`src/rtl/seq_divider.sv`:
```
// seq_divider: radix-2 restoring integer divider, one quotient bit per clock.
// Signed operands are reduced to magnitudes up front and the signs are
// reapplied to the quotient and remainder in a final fix-up cycle.
module seq_divider #(
  parameter int WIDTH = 8
) (
  input  logic             clk,
  input  logic             rst,
  input  logic             start,
  input  logic             signed_mode,
  input  logic [WIDTH-1:0] dividend,
  input  logic [WIDTH-1:0] divisor,
  output logic             busy,
  output logic             done,
  output logic [WIDTH-1:0] quotient,
  output logic [WIDTH-1:0] remainder,
  output logic             div_by_zero
);

  localparam int CW = $clog2(WIDTH);

  typedef enum logic [1:0] {
    IDLE = 2'd0,
    PREP = 2'd1,
    ITER = 2'd2,
    FIX  = 2'd3
  } state_t;

  state_t state;
  state_t state_nxt;

  logic accept;

  // Operands captured on an accepted start; later input changes are ignored.
  logic [WIDTH-1:0] dividend_r;
  logic [WIDTH-1:0] divisor_r;
  logic             signed_r;

  // Working registers of the restoring loop.
  logic             q_neg;
  logic             r_neg;
  logic             dbz;
  logic [WIDTH:0]   pr;
  logic [WIDTH-1:0] q_sh;
  logic [WIDTH-1:0] b_mag;
  logic [CW-1:0]    count;

  // Combinational helpers.
  logic             dvd_neg;
  logic             dvs_neg;
  logic [WIDTH-1:0] dvd_mag;
  logic [WIDTH-1:0] dvs_mag;
  logic             divisor_zero;
  logic [WIDTH+1:0] shifted;
  logic [WIDTH+1:0] trial;
  logic             trial_ok;
  logic [WIDTH:0]   pr_step;
  logic [WIDTH-1:0] q_fix;
  logic [WIDTH-1:0] r_fix;

  // Magnitudes of the captured operands; the largest magnitude (|MIN| in
  // signed mode, all ones in unsigned mode) still fits in WIDTH bits.
  always_comb begin
    dvd_neg      = signed_r & dividend_r[WIDTH-1];
    dvs_neg      = signed_r & divisor_r[WIDTH-1];
    dvd_mag      = dvd_neg ? (~dividend_r + WIDTH'(1)) : dividend_r;
    dvs_mag      = dvs_neg ? (~divisor_r + WIDTH'(1)) : divisor_r;
    divisor_zero = (divisor_r == '0);
  end

  // One restoring step: shift in the next dividend bit and try to subtract.
  // The extra top bit keeps the trial sign correct for full-range unsigned divisors.
  always_comb begin
    shifted  = {pr, q_sh[WIDTH-1]};
    trial    = shifted - {2'b00, b_mag};
    trial_ok = ~trial[WIDTH+1];
    pr_step  = trial_ok ? trial[WIDTH:0] : shifted[WIDTH:0];
  end

  // Sign fix-up; negating q=|MIN| wraps back to MIN, which is the overflow result.
  always_comb begin
    q_fix = q_neg ? (~q_sh + WIDTH'(1)) : q_sh;
    r_fix = r_neg ? (~pr[WIDTH-1:0] + WIDTH'(1)) : pr[WIDTH-1:0];
  end

  // State register.
  always_ff @(posedge clk) begin
    if (rst) begin
      state <= IDLE;
    end else begin
      state <= state_nxt;
    end
  end

  // Next-state logic plus busy and the start-accept strobe.
  always_comb begin
    state_nxt = state;
    busy      = 1'b0;
    accept    = 1'b0;
    case (state)
      IDLE: begin
        if (start) begin
          accept    = 1'b1;
          state_nxt = PREP;
        end
      end
      PREP: begin
        busy      = 1'b1;
        state_nxt = divisor_zero ? FIX : ITER;
      end
      ITER: begin
        busy = 1'b1;
        if (count == '0) begin
          state_nxt = FIX;
        end
      end
      FIX: begin
        busy      = 1'b1;
        state_nxt = IDLE;
      end
      default: begin
        state_nxt = IDLE;
      end
    endcase
  end

  // Datapath and result registers; results hold until the next FIX.
  always_ff @(posedge clk) begin
    if (rst) begin
      dividend_r  <= '0;
      divisor_r   <= '0;
      signed_r    <= 1'b0;
      q_neg       <= 1'b0;
      r_neg       <= 1'b0;
      dbz         <= 1'b0;
      pr          <= '0;
      q_sh        <= '0;
      b_mag       <= '0;
      count       <= '0;
      done        <= 1'b0;
      quotient    <= '0;
      remainder   <= '0;
      div_by_zero <= 1'b0;
    end else begin
      done <= 1'b0;
      case (state)
        IDLE: begin
          if (accept) begin
            dividend_r  <= dividend;
            divisor_r   <= divisor;
            signed_r    <= signed_mode;
            div_by_zero <= 1'b0;
          end
        end
        PREP: begin
          q_neg <= dvd_neg ^ dvs_neg;
          r_neg <= dvd_neg;
          dbz   <= divisor_zero;
          pr    <= '0;
          q_sh  <= dvd_mag;
          b_mag <= dvs_mag;
          count <= CW'(WIDTH - 1);
        end
        ITER: begin
          pr   <= pr_step;
          q_sh <= {q_sh[WIDTH-2:0], trial_ok};
          if (count != '0) begin
            count <= count - 1'b1;
          end
        end
        FIX: begin
          done <= 1'b1;
          if (dbz) begin
            quotient    <= '1;
            remainder   <= dividend_r;
            div_by_zero <= 1'b1;
          end else begin
            quotient    <= q_fix;
            remainder   <= r_fix;
            div_by_zero <= 1'b0;
          end
        end
        default: begin
        end
      endcase
    end
  end

endmodule

```
`config.mk`:
```
export PLATFORM = sky130hd
export DESIGN_NAME = seq_divider
export DESIGN_NICKNAME = d
export VERILOG_FILES = /design/src/rtl/seq_divider.sv
export SDC_FILE = /design/constraint.sdc
export NUM_CORES = 1
export LEC_CHECK = 0
export CORE_MARGIN = 1
export CORE_UTILIZATION = 50
export CTS_CLUSTER_SIZE = 28
export DETAILED_ROUTE_END_ITERATION = 10
export GPL_TIMING_DRIVEN = 0
export PLACE_DENSITY = 0.83
export SYNTH_ARGS = -nofsm -noshare
export SYNTH_HDL_FRONTEND = slang
export SYNTH_SLANG_ARGS = --single-unit
```
`constraint.sdc`:
```
create_clock -name clk -period 2.8 [get_ports clk]
set_input_delay 0.56 -clock clk [delete_from_list [all_inputs] [get_ports clk]]
set_output_delay 0.56 -clock clk [all_outputs]
set_load 0.005 [all_outputs]
```
# After elaboration in Yosys (flattened, before gate mapping)

Index checks and enable logic that the tools add are counted.

Flip-flop bits (word level): 68
Bits of input ports: 20
Logic and storage cells: 69
Output and inout port bits: 19

Bitwise operators: 8
Equality and inequality tests: 7
Muxes and demuxes: 22
Add/sub/neg operators: 6
Reductions and logical operators: 11

Operators by type and width:

| cell                  | count |
|---|---|
| $mux W8               | 6 |
| $add A8 B1 Y8 const B | 4 |
| $not A8 Y8            | 4 |
| $pmux W9 S2           | 1 |
| $pmux W8 S2           | 1 |
| $sub A10 B8 Y10       | 1 |
| $mux W9               | 1 |
| $logic_not A8 Y1      | 1 |
| $ne A2 B2 Y1 const B  | 4 |
| $pmux W2 S4           | 1 |
| $reduce_and A2 Y1     | 4 |
| $mux W1               | 7 |
| $pmux W3 S2           | 1 |
| $eq A2 B2 Y1 const B  | 2 |
| $mux W2               | 2 |
| $reduce_bool A2 Y1    | 2 |
| $logic_not A3 Y1      | 1 |
| $mux W3               | 1 |
| $reduce_bool A3 Y1    | 1 |
| $reduce_or A3 Y1      | 1 |
| $sub A3 B1 Y3 const B | 1 |
| $and A1 B1 Y1         | 2 |
| $eq A2 B1 Y1 const B  | 1 |
| $logic_not A2 Y1      | 1 |
| 3 further kinds       | 3 |

# Depth between registers and ports, before layout

Gate-level depths: netlist (run 1).

Depth after elaboration: 4
Mapped depth: 10
Depth with buffers taken out: 10

# Worst setup path before layout (run 1)

Ideal clock, no wire load.

Path kind: flip-flop to flip-flop
From: register pr[6]
To: register pr[6]
Period minus slack after synthesis: 2189 ps
Setup slack: 611 ps
Library setup time: 69 ps
Required time: 2731 ps
Data arrival time: 2120 ps
Cell stages (with the launch flop): 8
Buffers on the path: 0
Cell sequence: dfxtp_1 > ha_1 > a211o_1 > a211oi_2 > a21bo_4 > xor2_4 > mux2_4 > o21ai_2

Cells in the longest elaborated chain, start to end: 3

Ends and longest elaborated chain:

| element                | line | source |
|---|---|---|
| from (decl)            | 43   | `logic [WIDTH:0] pr;` |
| from (signal assigned) | 165  | `pr <= pr_step;` |
| $sub A10 B8 Y10        | 75   | `trial = shifted - {2'b00, b_mag};` |
| $mux W9                | 77   | `pr_step = trial_ok ? trial[WIDTH:0] : shifted[WIDTH:0];` |
| $pmux W9 S2            | 146  | `case (state)` |

No other way between the ends.
A chain may end at the register's enable or synchronous reset.

# Worst setup path after layout (run 1)

From: register pr[4]
To: register pr[1]

The elaborated chain is that of the path after synthesis.

==> results of run 1 <==
routing by layer:
layer	wire length, um	vias to the layer above
li1	-	1670
met1	3700	1524
met2	4040	109
met3	499	21
met4	212	0
met5	0	-
per-stage QoR:
stage          cell area [um2]  setup WS (ns)  cells  power (mW)
6_report                  4400          0.316    607        4.25
5_1_grt                   4400          0.218    607        4.55
4_1_cts                   4400          0.335    607        4.25
3_5_place_dp              4190          0.357    591        3.40
3_3_place_gp              4190          0.418    591        3.31
2_1_floorplan             3690          0.611    458        2.93
critical path: stages, from the launching register on:
cell,delay (ns)
dfxtp_1,0.51
ha_1,0.36
and3_2,0.25
a211oi_2,0.18
a21bo_4,0.27
xor2_4,0.38
mux2i_1,0.29
o21ai_0,0.11
power groups by stage:
| stage | sequential [mW] | clock [mW] | combinational, mW |
|---|---|---|---|
| detailed placement | 1.34 | 0 | 2.06 |
| finish | 1.33 | 0.837 | 2.09 |
| global placement | 1.33 | 0 | 1.98 |
| floorplan | 1.29 | 0 | 1.63 |
| global route | 1.35 | 0.887 | 2.31 |
| CTS | 1.32 | 0.847 | 2.08 |
cells in the final DEF (no fill, tap or decap), types with 4 or more instances in the layout:
master           synthesis  final
nand2_1                 67     67
clkbuf_1                22     22
nand3_1                  8      8
xnor2_1                 22     22
nor2_1                  46     46
dfxtp_1                 68     68
clkdlybuf4s50_1          0     37
a211oi_1                 6      6
a21oi_1                 39     39
inv_1                   25     25
o22ai_1                  7      7
mux2i_1                 24     24
o21ai_0                 30     30
nor2b_1                  4      4
nor3_1                   8      8
ha_1                    18     18
o31ai_1                  4      4
nand2b_1                11     11
clkbuf_8                 0     11
xor2_1                   5      5
worst min path at each step:
stage,slack (ns),depth (start not counted),to,startpoint
floorplan,0.45,2,b_mag[7]$_SDFFE_PP0P_,b_mag[7]$_SDFFE_PP0P_
global placement,0.47,2,b_mag[7]$_SDFFE_PP0P_,b_mag[7]$_SDFFE_PP0P_
detailed placement,0.47,2,b_mag[7]$_SDFFE_PP0P_,b_mag[7]$_SDFFE_PP0P_
CTS,0.48,2,b_mag[7]$_SDFFE_PP0P_,b_mag[7]$_SDFFE_PP0P_
global route,0.52,2,b_mag[7]$_SDFFE_PP0P_,b_mag[7]$_SDFFE_PP0P_
finish,0.48,2,b_mag[7]$_SDFFE_PP0P_,b_mag[7]$_SDFFE_PP0P_
logic make-up after synthesis:
logic type / after synthesis
AOI/OAI and AO/OA: 109
buffers and inverters: 50
and+or+nand+nor: 159
adders and majority gates: 19
xor gates and xnor gates: 28
muxes: 25
DFF: 68
cell type report:
cell class	count	area, um2	share of cell area (%)
multi-input cells	340	2150	48.8
plain buffers	25	93.8	2.13
clock inverters	5	60.1	1.37
flip-flops and latches	68	1360	31.0
inverters	25	93.8	2.13
repair buffers	37	370	8.42
well taps	96	120	2.73
clock buffers	11	151	3.44
flip-flops by register name, indices dropped and copies added (netlist names), 3 cells and up:
register	cells
b_mag	8
count	3
dividend_r	8
divisor_r	8
pr	9
q_sh	8
quotient	8
remainder	8
==> qor.csv, run 1 <==
metric,value,unit
status,"finished, final reports clean",
critical path arrival,2.69,ns
termination of the worst setup path,pr[1]$_SDFFE_PP0P_,
compound-cell area share of the yosys netlist,18.1,%
FMAX,403,MHz
Critical Path Source,pr[4]$_SDFFE_PP0P_,
CP required,3.01,ns
crit share post-route,88.7,%
Post-synth EDFFs,0,
clock power share,19.7,%
HPWL Detailed,6.32,mm
MaxCap Viol Count,0,
clk sinks,68,
CTS buffer count,9,
Period minus WS final,2.48,ns
Total GRT Usage,24.8,%
Util after Layout,63.0,%
CP Capture Type,flip-flop,
layout cell share with drive strength beyond 1,5.09,%
post-route ant nets,0,
synth cell count leaders,"dfxtp_1, nand2_1, nor2_1, a21oi_1, o21ai_0",
DR WL/cell,13.9,um
Rel. slew slack,55.1,%
chip height,88.0,um
final hold violation count,0,
most used routing layer,met2,
Reg power frac,31.2,%
leakage power,1.59,nW
pin count of the biggest net entering global routing,13,
Net Sw Power,1.70,mW
mux cell area share after synthesis,6.91,%
CTS HTree Levels,3,
setup TNS,0,ns
Pre-antenna DRT Iters,5,
area fraction of the dominant cell type after synthesis,36.8,%
r2r endpoint,pr[1]$_SDFFE_PP0P_,
nets,545,
I/O pin count,39,
Cells after Synth,458,
Syn Nets,497,
Total Wirelength,8.46,mm
Seq cells post-synth,68,
final setup fails,0,
Post-synth ARST share,0,%
Hold Buf Count CTS,0,
Synth area leaders,"dfxtp_1, nand2_1, mux2i_1",
Post-Synth XOR/XNOR Area,7.15,%
gr ovfl total,0,
number of global-route vias before repair,3235,
RSZ-0062 raised after global routing,false,
Skew-Pair Late Insertion Delay,0.35,ns
largest family of logic cells by synthesized area,simple AND/OR/NAND/NOR gates,
Hold WC Path Type,flip-flop to flip-flop,
Worst-path clk slew,0.07,ns
Tightest Pin Transition,0.673,ns
# rows,30,
fillers,620,
post-synthesis adder-cell area fraction,6.64,%
Vias/cell,5.48,
initial antenna violation count,0,
GRT met3 Usage,4.52,%
CTS-repair resized insts,0,
"Setup Fix Bufs, Post-CTS",0,
met1 usage,30.3,%
GPL Wtd Cong,0.887,
first-pass GRT wire length,14.8,mm
die area,0.00774,mm2
DRC marker count from the first detailed-route iteration,265,
Crit Path Category,flip-flop to flip-flop,
Crit Path Max Fanout,10,
# DRC,0,
Ant. Diodes,0,
Hold Slack,0.477,ns
syn avg cell area,8.07,um2
die width,88.0,um
register area share after synthesis,36.8,%
post-synth top area cell,dfxtp_1,
pwr dens,967,mW/mm2
Comb power frac,49.1,%
YS warnings,0,
Sw Ratio,40.0,%
Root Buffer Master,clkbuf_8,
DR vias,3324,
Bufs on Longest Clock Path,2,
Layout area overhead,19.0,%
worst reg-to-reg path cell count,7,
I/O Buffers,37,
top_reg_cell synth,dfxtp_1,
Yosys cell types,48,
CTS tree,yes,
Internal,2.55,mW
Synth Area in Simple Gates,19.3,%
GR Util met2,41.4,%
area of the core,0.00698,mm2
crit start category,flip-flop,
Layout Skew,0.00896,ns
mapped cell area,0.00369,mm2
Starting Density,52.9,%
max-slew violations,0,
"count leader, synth",dfxtp_1,
worst vdd ir,465,uV
reg-to-reg startpoint,pr[4]$_SDFFE_PP0P_,
r2r setup slk,0.32,ns
No activity file was read; power rests on OpenSTA's default activity.
==> run 2: changes to the inputs <==
==> constraint.sdc (replaced) <==
create_clock -name clk -period 2.8 [get_ports clk]
set_input_delay 0.7 -clock clk [delete_from_list [all_inputs] [get_ports clk]]
set_output_delay 0.7 -clock clk [all_outputs]
set_load 0.005 [all_outputs]
==> results of run 2 <==
No change in the layout: final DEF, timing and power equal those of run 1.
==> run 3: changes to the inputs <==
Settings changed: SKIP_LAST_GASP set to 1.
Clock period 2.8 ns to 2.6 ns, I/O delays scaled along.
==> results of run 3 <==
The final DEF is identical to that of run 1. Status: finished, final reports clean.
Main changes from that run: setup slack after placement 0.357 ns -> 0.157 ns; setup slack after layout 0.316 ns -> 0.116 ns; register-to-register setup slack 0.32 ns -> 0.12 ns; total power 4.25 mW -> 4.58 mW; worst IR drop on VDD 465 uV -> 501 uV
